### src/rtl/pipe_hazard_ctrl_if.sv
// Hazard-controller bundle: EX/MEM, ID/EX, IF/ID hazard inputs and the stall/flush strobes.
// The master side is the pipeline datapath; the slave side is pipe_hazard_ctrl.
interface pipe_hazard_ctrl_if;
  logic [4:0] ifid_rs;
  logic [4:0] ifid_rt;
  logic       idex_memrd;
  logic [4:0] idex_rt;
  logic       exmem_memrd;
  logic       exmem_memwr;
  logic       exmem_bbeq;
  logic       exmem_bbne;
  logic       exmem_bblez;
  logic       exmem_bbgtz;
  logic       exmem_jump;
  logic       exmem_zero;
  logic       exmem_negative;
  logic       mem_ready;
  logic       pc_write;
  logic [1:0] pc_sel;
  logic       ifid_write;
  logic       ifid_flush;
  logic       idex_flush;
  logic       exmem_hold;
  logic       exmem_flush;
  logic       mem_err;

  modport master (
    output ifid_rs, ifid_rt, idex_memrd, idex_rt, exmem_memrd, exmem_memwr,
           exmem_bbeq, exmem_bbne, exmem_bblez, exmem_bbgtz, exmem_jump,
           exmem_zero, exmem_negative, mem_ready,
    input  pc_write, pc_sel, ifid_write, ifid_flush, idex_flush,
           exmem_hold, exmem_flush, mem_err
  );

  modport slave (
    input  ifid_rs, ifid_rt, idex_memrd, idex_rt, exmem_memrd, exmem_memwr,
           exmem_bbeq, exmem_bbne, exmem_bblez, exmem_bbgtz, exmem_jump,
           exmem_zero, exmem_negative, mem_ready,
    output pc_write, pc_sel, ifid_write, ifid_flush, idex_flush,
           exmem_hold, exmem_flush, mem_err
  );
endinterface

### src/rtl/pipe_hazard_ctrl.sv
// Stall/flush controller for the 5-stage pipeline: strobes are a same-cycle decode of inputs and FSM state,
// memory backpressure freezes the front end until mem_ready or timeout; PIPE_HAZARD_STATS_EN adds stat counters.
module pipe_hazard_ctrl #(
  parameter int unsigned TMO_W       = 8,
  parameter int unsigned MEM_TIMEOUT = 200,
  parameter int unsigned STAT_W      = 16
) (
  input  logic              clk,
  input  logic              rst,
  pipe_hazard_ctrl_if.slave hz
`ifdef PIPE_HAZARD_STATS_EN
  ,
  output logic [STAT_W-1:0] stat_ldstall,
  output logic [STAT_W-1:0] stat_flush,
  output logic [STAT_W-1:0] stat_memwait
`endif
);

  typedef enum logic [1:0] {
    ST_RUN     = 2'd0,
    ST_MEMWAIT = 2'd1,
    ST_ERR     = 2'd2
  } state_e;

  localparam logic [1:0]       PC_SEQ    = 2'd0;
  localparam logic [1:0]       PC_BRANCH = 2'd1;
  localparam logic [1:0]       PC_JUMP   = 2'd2;
  localparam logic [TMO_W-1:0] TMO_LIMIT = TMO_W'(MEM_TIMEOUT);

  state_e           state_q, state_d;
  logic [TMO_W-1:0] tmo_q, tmo_d, tmo_inc;
  logic             mem_err_q, mem_err_d;

  logic       mem_access, taken, loaduse;
  logic       run_dec, freeze, do_flush, do_stall;
  logic       pc_write, ifid_write, ifid_flush, idex_flush, exmem_hold, exmem_flush;
  logic [1:0] pc_sel;

  assign mem_access = hz.exmem_memrd | hz.exmem_memwr;

  assign taken = hz.exmem_jump
               | (hz.exmem_bbeq  &  hz.exmem_zero)
               | (hz.exmem_bbne  & ~hz.exmem_zero)
               | (hz.exmem_bblez & (hz.exmem_zero | hz.exmem_negative))
               | (hz.exmem_bbgtz & ~hz.exmem_zero & ~hz.exmem_negative);

  // r0 is hardwired, so a load targeting it never creates a dependency.
  assign loaduse = hz.idex_memrd && (hz.idex_rt != 5'd0)
                && ((hz.idex_rt == hz.ifid_rs) || (hz.idex_rt == hz.ifid_rt));

  assign tmo_inc = (tmo_q == '1) ? tmo_q : tmo_q + TMO_W'(1);

  always_ff @(posedge clk) begin
    if (rst) begin
      state_q   <= ST_RUN;
      tmo_q     <= '0;
      mem_err_q <= 1'b0;
    end else begin
      state_q   <= state_d;
      tmo_q     <= tmo_d;
      mem_err_q <= mem_err_d;
    end
  end

  always_comb begin
    state_d     = state_q;
    tmo_d       = tmo_q;
    mem_err_d   = mem_err_q;
    run_dec     = 1'b0;
    freeze      = 1'b0;
    do_flush    = 1'b0;
    do_stall    = 1'b0;
    pc_write    = 1'b1;
    pc_sel      = PC_SEQ;
    ifid_write  = 1'b1;
    ifid_flush  = 1'b0;
    idex_flush  = 1'b0;
    exmem_hold  = 1'b0;
    exmem_flush = 1'b0;

    case (state_q)
      ST_RUN: run_dec = 1'b1;
      ST_MEMWAIT: begin
        // A ready arriving on the timeout cycle still counts as success.
        if (hz.mem_ready) begin
          run_dec = 1'b1;
        end else begin
          freeze = 1'b1;
          if (tmo_q == TMO_LIMIT) begin
            state_d   = ST_ERR;
            mem_err_d = 1'b1;
          end else begin
            tmo_d = tmo_inc;
          end
        end
      end
      ST_ERR:  freeze  = 1'b1;
      default: state_d = ST_RUN;
    endcase

    if (run_dec) begin
      state_d = ST_RUN;
      tmo_d   = '0;
      if (mem_access && !hz.mem_ready) begin
        freeze  = 1'b1;
        state_d = ST_MEMWAIT;
        tmo_d   = TMO_W'(1);
      end else if (taken) begin
        do_flush = 1'b1;
      end else if (loaduse) begin
        do_stall = 1'b1;
      end
    end

    if (freeze) begin
      pc_write   = 1'b0;
      ifid_write = 1'b0;
      exmem_hold = 1'b1;
      idex_flush = 1'b1;
    end else if (do_flush) begin
      // IF/ID still loads so that the NOP actually lands in it.
      pc_sel      = hz.exmem_jump ? PC_JUMP : PC_BRANCH;
      ifid_flush  = 1'b1;
      idex_flush  = 1'b1;
      exmem_flush = 1'b1;
    end else if (do_stall) begin
      pc_write   = 1'b0;
      ifid_write = 1'b0;
      idex_flush = 1'b1;
    end

    if (rst) begin
      pc_write    = 1'b0;
      pc_sel      = PC_SEQ;
      ifid_write  = 1'b0;
      ifid_flush  = 1'b1;
      idex_flush  = 1'b1;
      exmem_hold  = 1'b0;
      exmem_flush = 1'b1;
    end
  end

  assign hz.pc_write    = pc_write;
  assign hz.pc_sel      = pc_sel;
  assign hz.ifid_write  = ifid_write;
  assign hz.ifid_flush  = ifid_flush;
  assign hz.idex_flush  = idex_flush;
  assign hz.exmem_hold  = exmem_hold;
  assign hz.exmem_flush = exmem_flush;
  assign hz.mem_err     = mem_err_q;

`ifdef PIPE_HAZARD_STATS_EN
  logic [STAT_W-1:0] stat_ldstall_q, stat_flush_q, stat_memwait_q;

  always_ff @(posedge clk) begin
    if (rst) begin
      stat_ldstall_q <= '0;
      stat_flush_q   <= '0;
      stat_memwait_q <= '0;
    end else begin
      if (do_stall && (stat_ldstall_q != '1)) stat_ldstall_q <= stat_ldstall_q + STAT_W'(1);
      if (do_flush && (stat_flush_q != '1))   stat_flush_q   <= stat_flush_q + STAT_W'(1);
      // The permanent error freeze is not a handshake wait.
      if (freeze && (state_q != ST_ERR) && (stat_memwait_q != '1))
        stat_memwait_q <= stat_memwait_q + STAT_W'(1);
    end
  end

  assign stat_ldstall = stat_ldstall_q;
  assign stat_flush   = stat_flush_q;
  assign stat_memwait = stat_memwait_q;
`endif

endmodule

### src/flat_wrapper.sv
// flat-port wrapper written by rule: the top's interface ports become plain ports
module pipe_hazard_ctrl_flat 
#(
  parameter int unsigned TMO_W       = 8,
  parameter int unsigned MEM_TIMEOUT = 200,
  parameter int unsigned STAT_W      = 16
)
  (clk, rst, hz_ifid_rs, hz_ifid_rt, hz_idex_memrd, hz_idex_rt, hz_exmem_memrd, hz_exmem_memwr, hz_exmem_bbeq, hz_exmem_bbne, hz_exmem_bblez, hz_exmem_bbgtz, hz_exmem_jump, hz_exmem_zero, hz_exmem_negative, hz_mem_ready, hz_pc_write, hz_pc_sel, hz_ifid_write, hz_ifid_flush, hz_idex_flush, hz_exmem_hold, hz_exmem_flush, hz_mem_err);
  pipe_hazard_ctrl_if hz_i ();
  input  logic clk;
  input  logic rst;
  input wire logic [$bits(hz_i.ifid_rs)-1:0] hz_ifid_rs;
  input wire logic [$bits(hz_i.ifid_rt)-1:0] hz_ifid_rt;
  input wire logic [$bits(hz_i.idex_memrd)-1:0] hz_idex_memrd;
  input wire logic [$bits(hz_i.idex_rt)-1:0] hz_idex_rt;
  input wire logic [$bits(hz_i.exmem_memrd)-1:0] hz_exmem_memrd;
  input wire logic [$bits(hz_i.exmem_memwr)-1:0] hz_exmem_memwr;
  input wire logic [$bits(hz_i.exmem_bbeq)-1:0] hz_exmem_bbeq;
  input wire logic [$bits(hz_i.exmem_bbne)-1:0] hz_exmem_bbne;
  input wire logic [$bits(hz_i.exmem_bblez)-1:0] hz_exmem_bblez;
  input wire logic [$bits(hz_i.exmem_bbgtz)-1:0] hz_exmem_bbgtz;
  input wire logic [$bits(hz_i.exmem_jump)-1:0] hz_exmem_jump;
  input wire logic [$bits(hz_i.exmem_zero)-1:0] hz_exmem_zero;
  input wire logic [$bits(hz_i.exmem_negative)-1:0] hz_exmem_negative;
  input wire logic [$bits(hz_i.mem_ready)-1:0] hz_mem_ready;
  output wire logic [$bits(hz_i.pc_write)-1:0] hz_pc_write;
  output wire logic [$bits(hz_i.pc_sel)-1:0] hz_pc_sel;
  output wire logic [$bits(hz_i.ifid_write)-1:0] hz_ifid_write;
  output wire logic [$bits(hz_i.ifid_flush)-1:0] hz_ifid_flush;
  output wire logic [$bits(hz_i.idex_flush)-1:0] hz_idex_flush;
  output wire logic [$bits(hz_i.exmem_hold)-1:0] hz_exmem_hold;
  output wire logic [$bits(hz_i.exmem_flush)-1:0] hz_exmem_flush;
  output wire logic [$bits(hz_i.mem_err)-1:0] hz_mem_err;
  assign hz_i.ifid_rs = hz_ifid_rs;
  assign hz_i.ifid_rt = hz_ifid_rt;
  assign hz_i.idex_memrd = hz_idex_memrd;
  assign hz_i.idex_rt = hz_idex_rt;
  assign hz_i.exmem_memrd = hz_exmem_memrd;
  assign hz_i.exmem_memwr = hz_exmem_memwr;
  assign hz_i.exmem_bbeq = hz_exmem_bbeq;
  assign hz_i.exmem_bbne = hz_exmem_bbne;
  assign hz_i.exmem_bblez = hz_exmem_bblez;
  assign hz_i.exmem_bbgtz = hz_exmem_bbgtz;
  assign hz_i.exmem_jump = hz_exmem_jump;
  assign hz_i.exmem_zero = hz_exmem_zero;
  assign hz_i.exmem_negative = hz_exmem_negative;
  assign hz_i.mem_ready = hz_mem_ready;
  assign hz_pc_write = hz_i.pc_write;
  assign hz_pc_sel = hz_i.pc_sel;
  assign hz_ifid_write = hz_i.ifid_write;
  assign hz_ifid_flush = hz_i.ifid_flush;
  assign hz_idex_flush = hz_i.idex_flush;
  assign hz_exmem_hold = hz_i.exmem_hold;
  assign hz_exmem_flush = hz_i.exmem_flush;
  assign hz_mem_err = hz_i.mem_err;
  pipe_hazard_ctrl #(.TMO_W(TMO_W), .MEM_TIMEOUT(MEM_TIMEOUT), .STAT_W(STAT_W)) u_core (.clk(clk), .rst(rst), .hz(hz_i));
endmodule
### config.mk
export PLATFORM = sky130hd
export DESIGN_NAME = pipe_hazard_ctrl_flat
export DESIGN_NICKNAME = d
export VERILOG_FILES = /design/src/rtl/pipe_hazard_ctrl_if.sv /design/src/rtl/pipe_hazard_ctrl.sv /design/src/flat_wrapper.sv
export SDC_FILE = /design/constraint.sdc
export NUM_CORES = 1
export LEC_CHECK = 0
export BUFFER_PORTS_ARGS = -buffer_cell sky130_fd_sc_hd__buf_2
export CORE_ASPECT_RATIO = 0.75
export CORE_UTILIZATION = 30
export CTS_CLUSTER_SIZE = 14
export DETAILED_ROUTE_END_ITERATION = 10
export GPL_TIMING_DRIVEN = 0
export PLACE_DENSITY = 0.6
export SYNTH_ARGS = -nofsm -noshare
export SYNTH_HDL_FRONTEND = slang
export SYNTH_SLANG_ARGS = --single-unit
### constraint.sdc
create_clock -name clk -period 2.45 [get_ports clk]
set_input_delay 0.3675 -clock clk [delete_from_list [all_inputs] [get_ports clk]]
set_output_delay 0.3675 -clock clk [all_outputs]
set_load 0.01 [all_outputs]
==> reports/metrics.cfg, run 1 <==
[critical_path]
cp-start-kind=flop
cp.required_ns=2.08
worst-endpoint-arrival_ns=1.95
path_delay_family=simple AND/OR/NAND/NOR gates
cp_cell_sequence=inv_1, ha_1, and2b_2, o21ai_2, and3b_2, o31a_1, buf_4, buf_2
cpMaxStageDelayCell=dfxtp_1
end_kind=output port
path_buf_inv=3
critPathMaxFanout=7
worst-setup-path-type=reg -> out
crit_path_max_incr_delay_ns=0.34

[logic_synthesis]
netlist_instances=112
yosys.area.top_type=dfxtp_1
ys_seq_area_share_pct=23.31
synth_area_per_cell_sq_um=8.434
synth_warnings=0
synth_fa_ha_area_share_pct=6.623
synth_area_leaders=dfxtp_1 23%, xor2_1 12%, ha_1 6.6%
netlist_area_sq_um=944.7
synth-seq-cells=11
synthMuxAreaShare_pct=0
ys.flop_type=dfxtp_1
synth_top_area_share_pct=23.31
synth_compound_area_share_pct=26.49
synth_cell_types=43
synth_xor_area_share_pct=12.05
synth-edff-count=0
yosys.area_share.simple_pct=26.49
synth_top_family_by_area=simple AND/OR/NAND/NOR gates
syn_nets=145
synthArstFlopShare_pct=0

[sta]
setup_violations=0
min_period_ns=2.321
rsz0062_at_grt=false
clock-skew-final_ns=0.002402
worst_slew_pin_slew_ns=0.3118
hold_viol=0
fin_tns_setup_ns=0
drv_slew=0
fin_crit_sh_pct=94.73
max_clock_freq_mhz=430.9
slew_headroom_pct=79.15

[place]
numPortBuffers=35
gp_congestion=0.7879
place_area_sq_mm=0.001167
dp_hpwl_mm=1.739

[routing]
drt-total-wl_mm=2.155
drc_errors=0
viasPerCell=4.921
vias=930
final_antenna_net_count=0
wl_per_cell_um=11.40
first_iter_violations=12
drtPass1Iterations=4

[finish]
drive_gt1_share_pct=39.07
layout_commonest_cell=buf_2
diodes=0
finalInstanceArea_sq_mm=0.001217
area_delta_synth_final_pct=28.87
nets=185
n_fill_cell=309
final_cell_mix=35 x buf_2, 13 x xor2_1, 11 x dfxtp_1

[job]
drv_cap=0

[floorplanning]
die_x_um=66.80
fp.dieArea_sq_mm=0.003379
placementRows=17
initial_core_util_pct=31.72
dieHeight_um=50.60
io_pins=37
core_area_sq_mm=0.002978

[pwr]
leakage_nw=0.5038
total_power_w=0.0004774
pwr_density_cell_mw_per_mm2=392.1
ir_drop_mv=0.1589

[global_routing]
antenna_found_initial=0
grt_util_all_layers_pct=14.28
globalRouteOverflowTotal=0
grt_first_pass_wirelength_mm=3.677
grt_pass1_vias=874
grt_max_degree=10

[worst_hold_path]
hold_path.class=reg -> reg

[clocking]
cts.sinks=11
cts_buffer_depth=2
post_cts_buffers=0
cts_buffers=3
cts.clk_slew.worst_paths_ns=0.05
ctsRootBufferMaster=clkbuf_8
tritoncts=yes
htreeDepth=1
clock_latency_ns=0.24

[outcome]
outcome=complete, no violations

==> layer usage <==
metal	share of wire, %	up-vias	track usage (%)
met5	0	-	0
met4	0.32	0	4.255
met3	2.2	2	4.773
met2	48	7	22.56
met1	50	437	18.21
li1	-	484	-
==> flip-flops by register name, indices dropped and copies added (netlist names) <==
register / count
u_core.state_q: 2
u_core.tmo_q: 8
u_core.hz.mem_err: 1
==> synthesized netlist by cell type (2+ instances only) <==
cell	number
nor3_1	2
nand3_1	5
nand2_1	4
o2111ai_1	2
o211ai_1	4
or4_1	2
ha_1	5
o21ai_0	5
nand4_1	2
dfxtp_1	11
a21oi_4	2
inv_1	6
a21oi_1	8
or3_2	2
buf_4	2
nor2_1	10
and2_2	2
xor2_1	13
==> repair_timing <==
| item | CTS | global route |
|---|---|---|
| hold buffers | 0 | 0 |
| pin swaps | 0 | 0 |
| hold endpoints to repair | 0 | 0 |
| setup endpoints to repair | 2 | 5 |
| resized for setup | 1 | 2 |
==> tightest hold or removal path: stages (launching register included) <==
cell and delay (ns):
dfxtp_1 0.33, a21oi_1 0.05, nor2_1 0.08
==> final cells by class <==
class | count | area [sq um] | area share, %
flip-flops and latches | 11 | 220.2 | 18.09
well taps | 38 | 47.55 | 3.905
plain buffers | 3 | 25.02 | 2.055
inverters | 6 | 22.52 | 1.850
clock buffers | 4 | 45.04 | 3.700
repair buffers | 35 | 175.2 | 14.39
multi-input cells | 92 | 681.9 | 56.01
==> kinds of logic after synthesis <==
logic type | after synthesis
AO/OA/AOI/OAI | 32
XOR/XNOR | 13
adder cells (fa/ha/maj) | 5
buffers and inverters | 9
flip-flops | 11
AND/OR/NAND/NOR | 42
==> metrics by stage <==
| step | setup WS [ns] | std cells | util (%) | hold slack, ns |
|---|---|---|---|---|
| 5_1_grt | 0.02100 | 189 | 40.88 | 0.5145 |
| 3_5_place_dp | 0.2118 | 185 | 39.20 | 0.4615 |
| 6_report | 0.1291 | 189 | 40.88 | 0.4924 |
| 4_1_cts | 0.04730 | 189 | 40.71 | 0.4867 |
| 2_1_floorplan | 0.4347 | 112 | - | 0.4667 |
| 3_3_place_gp | 0.2251 | 185 | 39.20 | 0.4629 |
==> worst paths after layout <==
| path | startpoint | to | slack [ns] | cells after the start |
|---|---|---|---|---|
| setup / recovery | u_core.state_q[1] | hz_pc_write | 0.13 | 8 |
| hold / removal | u_core.hz.mem_err | u_core.hz.mem_err | 0.49 | 2 |
| setup reg to reg | u_core.tmo_q[0] | u_core.tmo_q[0] | 0.68 | 6 |
| hold reg to reg | u_core.hz.mem_err | u_core.hz.mem_err | 0.49 | 2 |
==> power by group <==
part | switching, W | internal, W
registers | 0.00000149 | 0.000182
clock network | 0.0000683 | 0.000114
logic | 0.0000564 | 0.0000554
total | 0.000126 | 0.000351
Power figures use the tool's default switching activity.
==> inputs of run 2 (changes only) <==
--- a/config.mk
+++ b/config.mk
@@ -8,6 +8,7 @@
 export BUFFER_PORTS_ARGS = -buffer_cell sky130_fd_sc_hd__buf_2
 export CORE_ASPECT_RATIO = 0.75
 export CORE_UTILIZATION = 30
+export CTS_BUF_LIST = sky130_fd_sc_hd__clkbuf_8
 export CTS_CLUSTER_SIZE = 14
 export DETAILED_ROUTE_END_ITERATION = 10
 export GPL_TIMING_DRIVEN = 0
==> reports/metrics.cfg, run 2 (synthesis results as in run 1) <==
[routing]
drc_errors=0
first_iter_violations=12
wl_per_cell_um=11.40
drtPass1Iterations=4
viasPerCell=4.921
drt-total-wl_mm=2.154
final_antenna_net_count=0
vias=930

[finish]
finalInstanceArea_sq_mm=0.001217
multiInputGateArea_sq_um=681.9
n_fill_cell=309
seqCellArea_sq_um=220.2
diodes=0
layout_commonest_cell=buf_2
nets=185
area_delta_synth_final_pct=28.87
final_cell_mix=35 x buf_2, 13 x xor2_1, 11 x dfxtp_1
regMostFlops=u_core.tmo_q
largest_reg_flops=8
drive_gt1_share_pct=39.07

[clocking]
cts_buffers=3
cts.sinks=11
tritoncts=yes
ctsRootBufferMaster=clkbuf_8
cts_buffer_depth=2
clock_latency_ns=0.24
post_cts_buffers=0
cts_hold_buf=0
htreeDepth=1
cts.clk_slew.worst_paths_ns=0.05

[sta]
max_clock_freq_mhz=430.9
hold_viol=0
drv_slew=0
rsz0062_at_grt=false
fin_crit_sh_pct=94.73
worst_slew_pin_slew_ns=0.3118
min_period_ns=2.321
setup_violations=0
slew_headroom_pct=79.15
fin_tns_setup_ns=0
clock-skew-final_ns=0.002596

[critical_path]
cp_cell_sequence=inv_1, ha_1, and2b_2, o21ai_2, and3b_2, o31a_1, buf_4, buf_2
reg2reg_from=u_core.tmo_q[0]
cpMaxStageDelayCell=dfxtp_1
rrSetupSlack_ns=0.68
worst-setup-path-type=reg -> out
crit_path_max_incr_delay_ns=0.34
cp.required_ns=2.08
end_kind=output port
worst-endpoint-arrival_ns=1.95
path_delay_family=simple AND/OR/NAND/NOR gates
path_buf_inv=3
cp-start-kind=flop
critPathMaxFanout=7
crit_start=u_core.state_q[1]

[pwr]
pwr_density_cell_mw_per_mm2=388.8
leakage_nw=0.5079
ir_drop_mv=0.1585

[global_routing]
globalRouteOverflowTotal=0
grt_max_degree=10
grt_first_pass_wirelength_mm=3.677
grt_pass1_vias=874
antenna_found_initial=0
grt_util_all_layers_pct=14.28

[floorplanning]
dieHeight_um=50.60
die_x_um=66.80
placementRows=17
core_area_sq_mm=0.002978
io_pins=37
initial_core_util_pct=31.72
fp.dieArea_sq_mm=0.003379

[place]
gp_congestion=0.7879
place_area_sq_mm=0.001167
dp_hpwl_mm=1.739
numPortBuffers=35

[worst_hold_path]
worstHoldStart=u_core.hz.mem_err
hold_path.class=reg -> reg

[outcome]
outcome=complete, no violations

[job]
drv_cap=0

==> run 2: changes by cell type in the layout (fill, tap and decap cells not counted) <==
cell / previous run / this run
clkbuf_1: 1 / 0
inv_1: 6 / 7
==> run 2: timing repair <==
| action | 4_1_cts | 5_1_grt |
|---|---|---|
| endpoints found under the hold margin | 0 | 0 |
| resized for setup | 1 | 2 |
| endpoints found under the setup margin | 2 | 5 |
| pin swaps | 0 | 0 |
==> run 2: cell type report <==
class	instances	area share [%]
inverters	6	1.850
well taps	38	3.905
multi-input cells	92	56.01
clock inverters	1	0.3083
clock buffers	3	3.392
flip-flops and latches	11	18.09
plain buffers	3	2.055
repair buffers	35	14.39
==> run 2: path summary, 6_finish.rpt <==
path,end,depth (start not counted)
setup / recovery,hz_pc_write,8
setup reg to reg,u_core.tmo_q[0],6
hold reg to reg,u_core.hz.mem_err,2
hold / removal,u_core.hz.mem_err,2
==> run 2: power breakdown <==
group	switching [W]	internal, W	leakage, nW	total [W]
clock network	0.0000684	0.000110	0.0269	0.000178
registers	0.00000149	0.000182	0.0890	0.000183
logic	0.0000564	0.0000554	0.392	0.000112
total	0.000126	0.000347	0.508	0.000473
==> run 2: tightest hold or removal path, stage by stage, from the launching register on <==
cell,delay (ns)
dfxtp_1,0.33
a21oi_1,0.05
nor2_1,0.08
==> run 2: stage by stage <==
step           setup WS (ns)  hold WS (ns)  power [W]  cells  utilization [%]
2_1_floorplan         0.4347        0.4667  0.0002515    112                -
3_3_place_gp          0.2251        0.4629  0.0002955    185            39.20
3_5_place_dp          0.2118        0.4615  0.0002969    185            39.20
4_1_cts              0.04730        0.4867  0.0004768    189            40.71
5_1_grt              0.02100        0.5145  0.0005012    189            40.88
6_report              0.1291        0.4924  0.0004733    189            40.88
==> run 2: routing by layer <==
metal	GRT usage, %	vias up	wire, um
li1	-	484	-
met1	18.21	437	1071
met2	22.56	7	1026
met3	4.773	2	48
met4	4.255	0	7
met5	0	-	0
